File: src/rtl/e_clk_window_gen.sv
// -----------------------------------------------------------------------------
// e_clk_window_gen
//
// Purpose:
//   Produces per-channel enable windows that follow the 6809 E clock. The E
//   clock is asynchronous to i_clk and passes through a flop synchronizer
//   before edge detection. Each channel opens its window S i_clk cycles after
//   a detected E rise and closes it H i_clk cycles after a detected E fall.
//
// Build option:
//   E_CLK_STALL_WDOG_EN - when defined, a watchdog raises o_stall once
//   STALL_CYCLES i_clk edges pass without an E edge, and closes every window.
//   When undefined, o_stall is tied low and no watchdog logic exists.
//
// Ports:
//   i_clk      fast PLL clock, the only clock
//   i_rst      synchronous active-high reset
//   i_e_clk    asynchronous E clock
//   i_ch_en    per-channel enable; a low bit forces that channel idle
//   i_start    packed per-channel start offsets S, CNT_W bits each
//   i_hold     packed per-channel hold times H, CNT_W bits each
//   o_e_sync   synchronized E (last synchronizer stage)
//   o_e_rise   one-cycle pulse on a detected E rising edge
//   o_e_fall   one-cycle pulse on a detected E falling edge
//   o_win      per-channel enable window, decoded from registered state
//   o_stall    E-clock stall flag (constant 0 without the watchdog)
// -----------------------------------------------------------------------------
module e_clk_window_gen #(
  parameter int NUM_CH       = 2,
  parameter int CNT_W        = 7,
  parameter int SYNC_STAGES  = 2,
  parameter int STALL_CYCLES = 255
) (
  input  logic                    i_clk,
  input  logic                    i_rst,
  input  logic                    i_e_clk,
  input  logic [NUM_CH-1:0]       i_ch_en,
  input  logic [NUM_CH*CNT_W-1:0] i_start,
  input  logic [NUM_CH*CNT_W-1:0] i_hold,
  output logic                    o_e_sync,
  output logic                    o_e_rise,
  output logic                    o_e_fall,
  output logic [NUM_CH-1:0]       o_win,
  output logic                    o_stall
);

  typedef enum logic [1:0] {
    ST_IDLE       = 2'd0,
    ST_WAIT_START = 2'd1,
    ST_ACTIVE     = 2'd2,
    ST_HOLD       = 2'd3
  } state_t;

  logic [SYNC_STAGES-1:0] sync_q, sync_d;
  logic                   prev_q, prev_d;
  state_t                 state_q [NUM_CH];
  state_t                 state_d [NUM_CH];
  logic [CNT_W-1:0]       cnt_q   [NUM_CH];
  logic [CNT_W-1:0]       cnt_d   [NUM_CH];
  logic                   force_idle;

  // Synchronizer and edge detection
  always_comb begin
    sync_d = {sync_q[SYNC_STAGES-2:0], i_e_clk};
    prev_d = sync_q[SYNC_STAGES-1];
  end

  assign o_e_sync = sync_q[SYNC_STAGES-1];
  assign o_e_rise = sync_q[SYNC_STAGES-1] & ~prev_q;
  assign o_e_fall = ~sync_q[SYNC_STAGES-1] & prev_q;

  // Per-channel window state machines
  always_comb begin
    logic [CNT_W-1:0] start_v;
    logic [CNT_W-1:0] hold_v;
    start_v = '0;
    hold_v  = '0;
    for (int k = 0; k < NUM_CH; k++) begin
      state_d[k] = state_q[k];
      cnt_d[k]   = cnt_q[k];
      start_v    = i_start[k*CNT_W +: CNT_W];
      hold_v     = i_hold[k*CNT_W +: CNT_W];
      unique case (state_q[k])
        ST_IDLE: begin
          if (o_e_rise) begin
            if (start_v == '0) begin
              state_d[k] = ST_ACTIVE;
            end else begin
              state_d[k] = ST_WAIT_START;
              cnt_d[k]   = start_v - 1'b1;
            end
          end
        end
        ST_WAIT_START: begin
          // A fall before the start offset expires cancels the window outright.
          if (o_e_fall) begin
            state_d[k] = ST_IDLE;
            cnt_d[k]   = '0;
          end else if (cnt_q[k] == '0) begin
            state_d[k] = ST_ACTIVE;
          end else begin
            cnt_d[k] = cnt_q[k] - 1'b1;
          end
        end
        ST_ACTIVE: begin
          if (o_e_fall) begin
            if (hold_v == '0) begin
              state_d[k] = ST_IDLE;
            end else begin
              state_d[k] = ST_HOLD;
              cnt_d[k]   = hold_v - 1'b1;
            end
          end
        end
        ST_HOLD: begin
          // A new rise during hold restarts the window; with S=0 the window
          // stays open without a gap.
          if (o_e_rise) begin
            if (start_v == '0) begin
              state_d[k] = ST_ACTIVE;
              cnt_d[k]   = '0;
            end else begin
              state_d[k] = ST_WAIT_START;
              cnt_d[k]   = start_v - 1'b1;
            end
          end else if (cnt_q[k] == '0) begin
            state_d[k] = ST_IDLE;
          end else begin
            cnt_d[k] = cnt_q[k] - 1'b1;
          end
        end
        default: begin
          state_d[k] = ST_IDLE;
          cnt_d[k]   = '0;
        end
      endcase
      if (!i_ch_en[k] || force_idle) begin
        state_d[k] = ST_IDLE;
        cnt_d[k]   = '0;
      end
    end
  end

  always_comb begin
    o_win = '0;
    for (int k = 0; k < NUM_CH; k++) begin
      o_win[k] = (state_q[k] == ST_ACTIVE) || (state_q[k] == ST_HOLD);
    end
  end

  always_ff @(posedge i_clk) begin
    if (i_rst) begin
      sync_q <= '0;
      prev_q <= 1'b0;
      for (int k = 0; k < NUM_CH; k++) begin
        state_q[k] <= ST_IDLE;
        cnt_q[k]   <= '0;
      end
    end else begin
      sync_q <= sync_d;
      prev_q <= prev_d;
      for (int k = 0; k < NUM_CH; k++) begin
        state_q[k] <= state_d[k];
        cnt_q[k]   <= cnt_d[k];
      end
    end
  end

`ifdef E_CLK_STALL_WDOG_EN
  // Stall watchdog
  localparam int STALL_W = $clog2(STALL_CYCLES + 1);
  localparam logic [STALL_W-1:0] STALL_MAX = STALL_W'(STALL_CYCLES);

  logic [STALL_W-1:0] stall_cnt_q, stall_cnt_d;
  logic               stall_q, stall_d;

  // The counter saturates at STALL_MAX, so force_idle stays asserted for as
  // long as E is frozen; the next E edge clears everything in its own cycle.
  always_comb begin
    stall_cnt_d = stall_cnt_q;
    stall_d     = stall_q;
    force_idle  = 1'b0;
    if (o_e_rise || o_e_fall) begin
      stall_cnt_d = '0;
      stall_d     = 1'b0;
    end else begin
      if (stall_cnt_q != STALL_MAX) begin
        stall_cnt_d = stall_cnt_q + 1'b1;
      end
      if (stall_cnt_d == STALL_MAX) begin
        stall_d    = 1'b1;
        force_idle = 1'b1;
      end
    end
  end

  always_ff @(posedge i_clk) begin
    if (i_rst) begin
      stall_cnt_q <= '0;
      stall_q     <= 1'b0;
    end else begin
      stall_cnt_q <= stall_cnt_d;
      stall_q     <= stall_d;
    end
  end

  assign o_stall = stall_q;
`else
  assign force_idle = 1'b0;
  assign o_stall    = 1'b0;
`endif

endmodule
File: config.mk
export PLATFORM = sky130hd
export DESIGN_NAME = e_clk_window_gen
export DESIGN_NICKNAME = d
export VERILOG_FILES = /design/src/rtl/e_clk_window_gen.sv
export SDC_FILE = /design/constraint.sdc
export NUM_CORES = 1
export LEC_CHECK = 0
export BUFFER_PORTS_ARGS = -buffer_cell sky130_fd_sc_hd__buf_2
export CAP_MARGIN = 30
export CELL_PAD_IN_SITES_DETAIL_PLACEMENT = 1
export CELL_PAD_IN_SITES_GLOBAL_PLACEMENT = 2
export CORE_UTILIZATION = 35
export CTS_CLUSTER_DIAMETER = 40
export DETAILED_ROUTE_END_ITERATION = 10
export PLACE_DENSITY = 0.83
export SYNTH_ARGS = -nofsm -noshare
export SYNTH_HDL_FRONTEND = slang
export SYNTH_SLANG_ARGS = --single-unit
File: constraint.sdc
create_clock -name i_clk -period 3.34 [get_ports i_clk]
set_clock_uncertainty 0.2 [all_clocks]
set_input_delay 0.167 -clock i_clk [delete_from_list [all_inputs] [get_ports i_clk]]
set_output_delay 0.167 -clock i_clk [all_outputs]
set_load 0.05 [all_outputs]
## Word-level counts from Yosys, hierarchy flattened

Memory sizes are Yosys's and may differ from the RTL's.
Index checks and enable logic that the tools add are counted.

| word-level totals | value |
|---|---|
| memories | 2 |
| input bits | 33 |
| register bits after elaboration | 3 |
| bits in writable memories | 18 |
| memory bits (read-only) | 0 |
| latch bits | 0 |

Memory list:

| memory | depth | bits a word | read ports | clocked after Yosys merged registers in | wr ports | RTL line | RTL |
|---|---|---|---|---|---|---|---|
| cnt_q | 2 | 7 | 2 | 0 | 2 | 58 | `logic [CNT_W-1:0] cnt_q [NUM_CH];` |
| state_q | 2 | 2 | 2 | 0 | 2 | 56 | `state_t state_q [NUM_CH];` |

| operators by class | value |
|---|---|
| $add $sub $neg | 6 |
| multipliers | 0 |
| reductions and logical operators | 10 |
| bitwise logic cells | 8 |
| multiplexer cells | 47 |
| divide/modulo/power cells | 0 |
| order comparisons | 0 |
| equality and inequality tests | 6 |
| shifts and indexed selects | 0 |

Operator list:

| kind | number |
|---|---|
| $mux W7 | 20 |
| $pmux W7 S4 | 2 |
| $logic_not A7 Y1 | 6 |
| $sub A7 B1 Y7 const B | 6 |
| $mux W2 | 20 |
| $pmux W2 S4 | 2 |
| $eq A2 B2 Y1 const B | 4 |
| $eq A2 B1 Y1 const B | 2 |
| $logic_not A2 Y1 | 2 |
| $or A1 B1 Y1 | 4 |
| $mux W1 | 3 |
| $and A1 B1 Y1 | 2 |
| $logic_or A1 B1 Y1 | 2 |
| $not A1 Y1 | 2 |

## Logic depth before layout (Yosys ltp)

An unclocked memory read counts as a cell.

| logic depth | value |
|---|---|
| depth after elaboration | 7 |
| depth in mapped cells | 8 |
| gate-level depth less buffers | 7 |

## Worst setup path before layout

No wires, ideal clock.

| timing path | value |
|---|---|
| path kind | reg2reg |
| start point | register sync_q[1] |
| end point | memory cnt_q[1][6] (netlist: cnt_q[0][13]) |
| slack | 939 ps |
| path buffers | 0 |
| setup time | 86 ps |
| required time | 3054 ps |
| clock period less this slack | 2401 ps |
| arrival time | 2116 ps |
| stages on the path, launching flop included | 7 |
| path through | dfxtp_1 > nand2b_1 > inv_1 > o2111ai_2 > a22oi_1 > nor3_1 > a211oi_1 |

RTL lines:

| element | RTL line | RTL |
|---|---|---|
| start: declaration | 54 | `logic [SYNC_STAGES-1:0] sync_q, sync_d;` |
| start signal: assignment | 160 | `sync_q <= sync_d;` |
| end: declaration | 58 |  |

==> results.json <==
{
  "synth_edf_count": 0,
  "cts_buffer_depth": 2,
  "asyncSetResetFlopFracSynth": 0,
  "mostFrequentLayoutCells": "37 x sky130_fd_sc_hd__buf_2, 21 x sky130_fd_sc_hd__dfxtp_1, 18 x sky130_fd_sc_hd__inv_1, 18 x sky130_fd_sc_hd__xnor2_1, 18 x sky130_fd_sc_hd__o21ai_0",
  "slowest_stage": "sky130_fd_sc_hd__or4_4",
  "final.setup.tns_ns": 0,
  "maxCapViolations": 0,
  "most_frequent_standard_cell_in_the_layout_excluding_fill_and_tap_cells": "sky130_fd_sc_hd__buf_2",
  "critical_path_required_ns": 3.31,
  "n_antenna_cell": 0,
  "grt_antenna_before_repair": 0,
  "seq_area_um2": 420.4,
  "final_period_minus_worst_setup_slack_ns": 2.227,
  "worst_slew_pin_slew_ns": 0.6663,
  "worstPathMaxFanout": 5,
  "design.portCount": 39,
  "finalWeightedCongestion": 0.8291,
  "worst_r2r_startpoint": "cnt_q[0][9]",
  "avgSynthCellArea_um2": 7.810,
  "grt_start_max_net_pins": 20,
  "min_from": "i_ch_en[0]",
  "r2r_cell_count": 5,
  "final_layout_size_suffix_gt1_frac": 0.1948,
  "netlist_instances": 277,
  "rsz0062_at_grt": "no",
  "number_of_search_and_repair_iterations_in_the_first_detailed_routing_pass": 4,
  "worstSetupStartpointType": "flop",
  "final-max-slew-violation-count": 0,
  "chipWidth_um": 80.62,
  "fp-row-count": 28,
  "syn2layout_area_growth_pct": 13.42,
  "initial_utilization": 0.3632,
  "detail_route.drc_violations": 0,
  "grt_usage": 0.2047,
  "dp_cells": 376,
  "crit_chain": "or4_4, or3b_4, a21oi_2, o21ai_1, a221oi_1",
  "final_period_util": 0.6669,
  "post_layout_nonfiller_instances": 383,
  "grt_use_met3": 0.01705,
  "hold_buffer_count_at_cts": 3,
  "headroom_to_the_max_slew_limit": 0.5552,
  "power.leakage_nw": 0.9315,
  "crit-reg2reg-capture": "state_q[0][3]",
  "post_cts_buffers": 0,
  "first_global_vias": 2082,
  "ys_seq_area_frac": 0.1943,
  "hold-path-cell-count": 3,
  "detail_route.wl_per_cell_um": 16.37,
  "layout.nets": 353,
  "post-dp-hpwl_mm": 5.018,
  "design.die.area_um2": 6500,
  "grt.overflow.total": 0,
  "core_area_um2": 5956,
  "syn-num-nets": 321,
  "worst-setup-path-type": "reg2reg",
  "synth_cell_types": 63,
  "grtUsageMet2": 0.3280,
  "finalHoldViolCount": 0,
  "num_vias": 2159,
  "critical_path.max_stage_delay_ns": 0.56,
  "yosys_warnings": 0,
  "path_clk_slew_ns": 0.09,
  "post_cts_resize_count": 0,
  "fmax_mhz": 449.0,
  "vdd.ir_drop.worst_uv": 128.2,
  "predominant_post_synthesis_flop_cell": "sky130_fd_sc_hd__dfxtp_1",
  "outcome": "completed",
  "io_buffers": 37,
  "antenna_violating_nets_post_route": 0,
  "viasPerCell": 5.637,
  "routed_wirelength_mm": 6.270,
  "busiest_layer": "met2",
  "synthesis.area_um2": 2163,
  "multiInputGateArea_um2": 1603,
  "cts_sinks": 21,
  "crit_arrival_ns": 2.20,
  "clkLatencyLatePin_ns": 0.27,
  "die_y_um": 80.62,
  "synth-seq-cells": 21,
  "nFillCells": 772,
  "ctsRootBufferMaster": "sky130_fd_sc_hd__clkbuf_8",
  "setup_viol": 0,
  "cts_tree": "done",
  "power-per-cell-area_nw_per_um2": 262.2,
  "cts-buffers-inserted": 3,
  "cts_max_level": 1,
  "grt.met1_usage": 0.2925,
  "first_iter_violations": 70,
  "grt_pass1_wl_mm": 10.26,
  "timing.reg2reg.setup_slack_ns": 1.11,
  "hold_class": "in2reg",
  "finalHoldWorstSlack_ns": 0.02240,
  "worst_hold_path.endpoint": "state_q[0][0]",
  "cp-end-kind": "flop"
}
-- cells by family after synthesis --
logic type	after synthesis	synth area share
muxes	4	0.02024
other	1	0.001733
adders and majority gates	11	0.06362
AOI/OAI and AO/OA	89	0.2984
DFF	21	0.1943
buffers and inverters	32	0.06478
xor gates and xnor gates	22	0.08907
and+or+nand+nor	97	0.2678
-- cell type report --
cell class / instances / share of cell area
well taps: 75 / 0.03825
flip-flops and latches: 21 / 0.1713
clock inverters: 1 / 0.002040
repair buffers: 41 / 0.09077
clock buffers: 3 / 0.01683
inverters: 18 / 0.02754
multi-input cells: 224 / 0.6532
-- how the worst max path moves through the flow --
| stage | to | depth (start not counted) | startpoint |
|---|---|---|---|
| after floorplan | cnt_q[0][13] | 6 | sync_q[1] |
| after global placement | cnt_q[0][7] | 6 | i_start[9] |
| after detailed placement | cnt_q[0][7] | 6 | i_start[9] |
| after CTS | state_q[0][3] | 5 | cnt_q[0][9] |
| after global routing | cnt_q[0][4] | 6 | sync_q[1] |
| final | state_q[0][3] | 5 | cnt_q[0][9] |
-- metrics by stage --
step	worst slack [ns]	utilization	area (um2)	power, W
2_1_floorplan	0.9388	-	2163	0.0004088
3_3_place_gp	1.151	0.3992	2377	0.0004704
3_5_place_dp	1.100	0.3992	2377	0.0004718
4_1_cts	1.113	0.4120	2454	0.0006515
5_1_grt	0.9288	0.4120	2454	0.0006826
6_report	1.113	0.4120	2454	0.0006433
-- layer usage --
layer / wire length [um] / up-vias
li1: - / 1100
met1: 3225 / 1002
met2: 2740 / 53
met3: 246 / 4
met4: 57 / 0
met5: 0 / -
-- synthesized netlist by cell type (2+ instances only) --
cell type,instances,area (um2)
sky130_fd_sc_hd__or4_1,5,37.54
sky130_fd_sc_hd__o22ai_1,2,12.51
sky130_fd_sc_hd__mux2_2,3,33.78
sky130_fd_sc_hd__or2_2,2,12.51
sky130_fd_sc_hd__nor2_1,16,60.06
sky130_fd_sc_hd__o211ai_1,3,22.52
sky130_fd_sc_hd__inv_1,18,67.56
sky130_fd_sc_hd__o221ai_1,2,17.52
sky130_fd_sc_hd__or3_1,3,18.77
sky130_fd_sc_hd__or2b_1,2,15.01
sky130_fd_sc_hd__dfxtp_1,21,420.4
sky130_fd_sc_hd__a211oi_1,8,60.06
sky130_fd_sc_hd__a22oi_1,6,45.04
sky130_fd_sc_hd__ha_1,11,137.6
sky130_fd_sc_hd__a31oi_1,5,31.28
sky130_fd_sc_hd__and2_1,2,12.51
sky130_fd_sc_hd__o32ai_1,5,43.79
sky130_fd_sc_hd__o21ai_0,18,90.09
sky130_fd_sc_hd__and3b_1,2,17.52
sky130_fd_sc_hd__nor4_1,4,25.02
sky130_fd_sc_hd__a311oi_1,2,17.52
sky130_fd_sc_hd__nand3_1,3,15.01
sky130_fd_sc_hd__nor2b_1,6,37.54
sky130_fd_sc_hd__a21oi_1,13,65.06
sky130_fd_sc_hd__xnor2_1,18,157.7
sky130_fd_sc_hd__a211o_1,2,17.52
sky130_fd_sc_hd__nor3_1,13,65.06
sky130_fd_sc_hd__clkbuf_1,7,26.28
sky130_fd_sc_hd__nand2b_1,4,25.02
sky130_fd_sc_hd__buf_4,3,22.52
sky130_fd_sc_hd__o31ai_1,5,37.54
sky130_fd_sc_hd__or4_4,2,22.52
sky130_fd_sc_hd__nand2_1,14,52.55
sky130_fd_sc_hd__xor2_1,4,35.03
sky130_fd_sc_hd__o21a_1,2,15.01
sky130_fd_sc_hd__nand3b_1,5,37.54
sky130_fd_sc_hd__nor3b_1,9,67.56
sky130_fd_sc_hd__buf_1,2,7.510
-- report_power, final --
| group | switching (W) | total, W | internal (W) |
|---|---|---|---|
| Sequential | 0.0000112 | 0.000269 | 0.000257 |
| Combinational | 0.000112 | 0.000201 | 0.0000883 |
| Clock | 0.0000907 | 0.000174 | 0.0000833 |
| Total | 0.000214 | 0.000643 | 0.000429 |
-- flip-flops by register name, summed over array words and instances (netlist names) --
signal / flops
state_q: 4
prev_q: 1
sync_q: 2
cnt_q: 14
-- critical path: cells and delay by family, from the launching register on --
kind / cells / cell delay (ns)
flip-flops: 1 / 0.37
AO/OA/AOI/OAI: 3 / 0.55
AND/OR/NAND/NOR: 2 / 1.01
(Power assumes the default switching activity.)
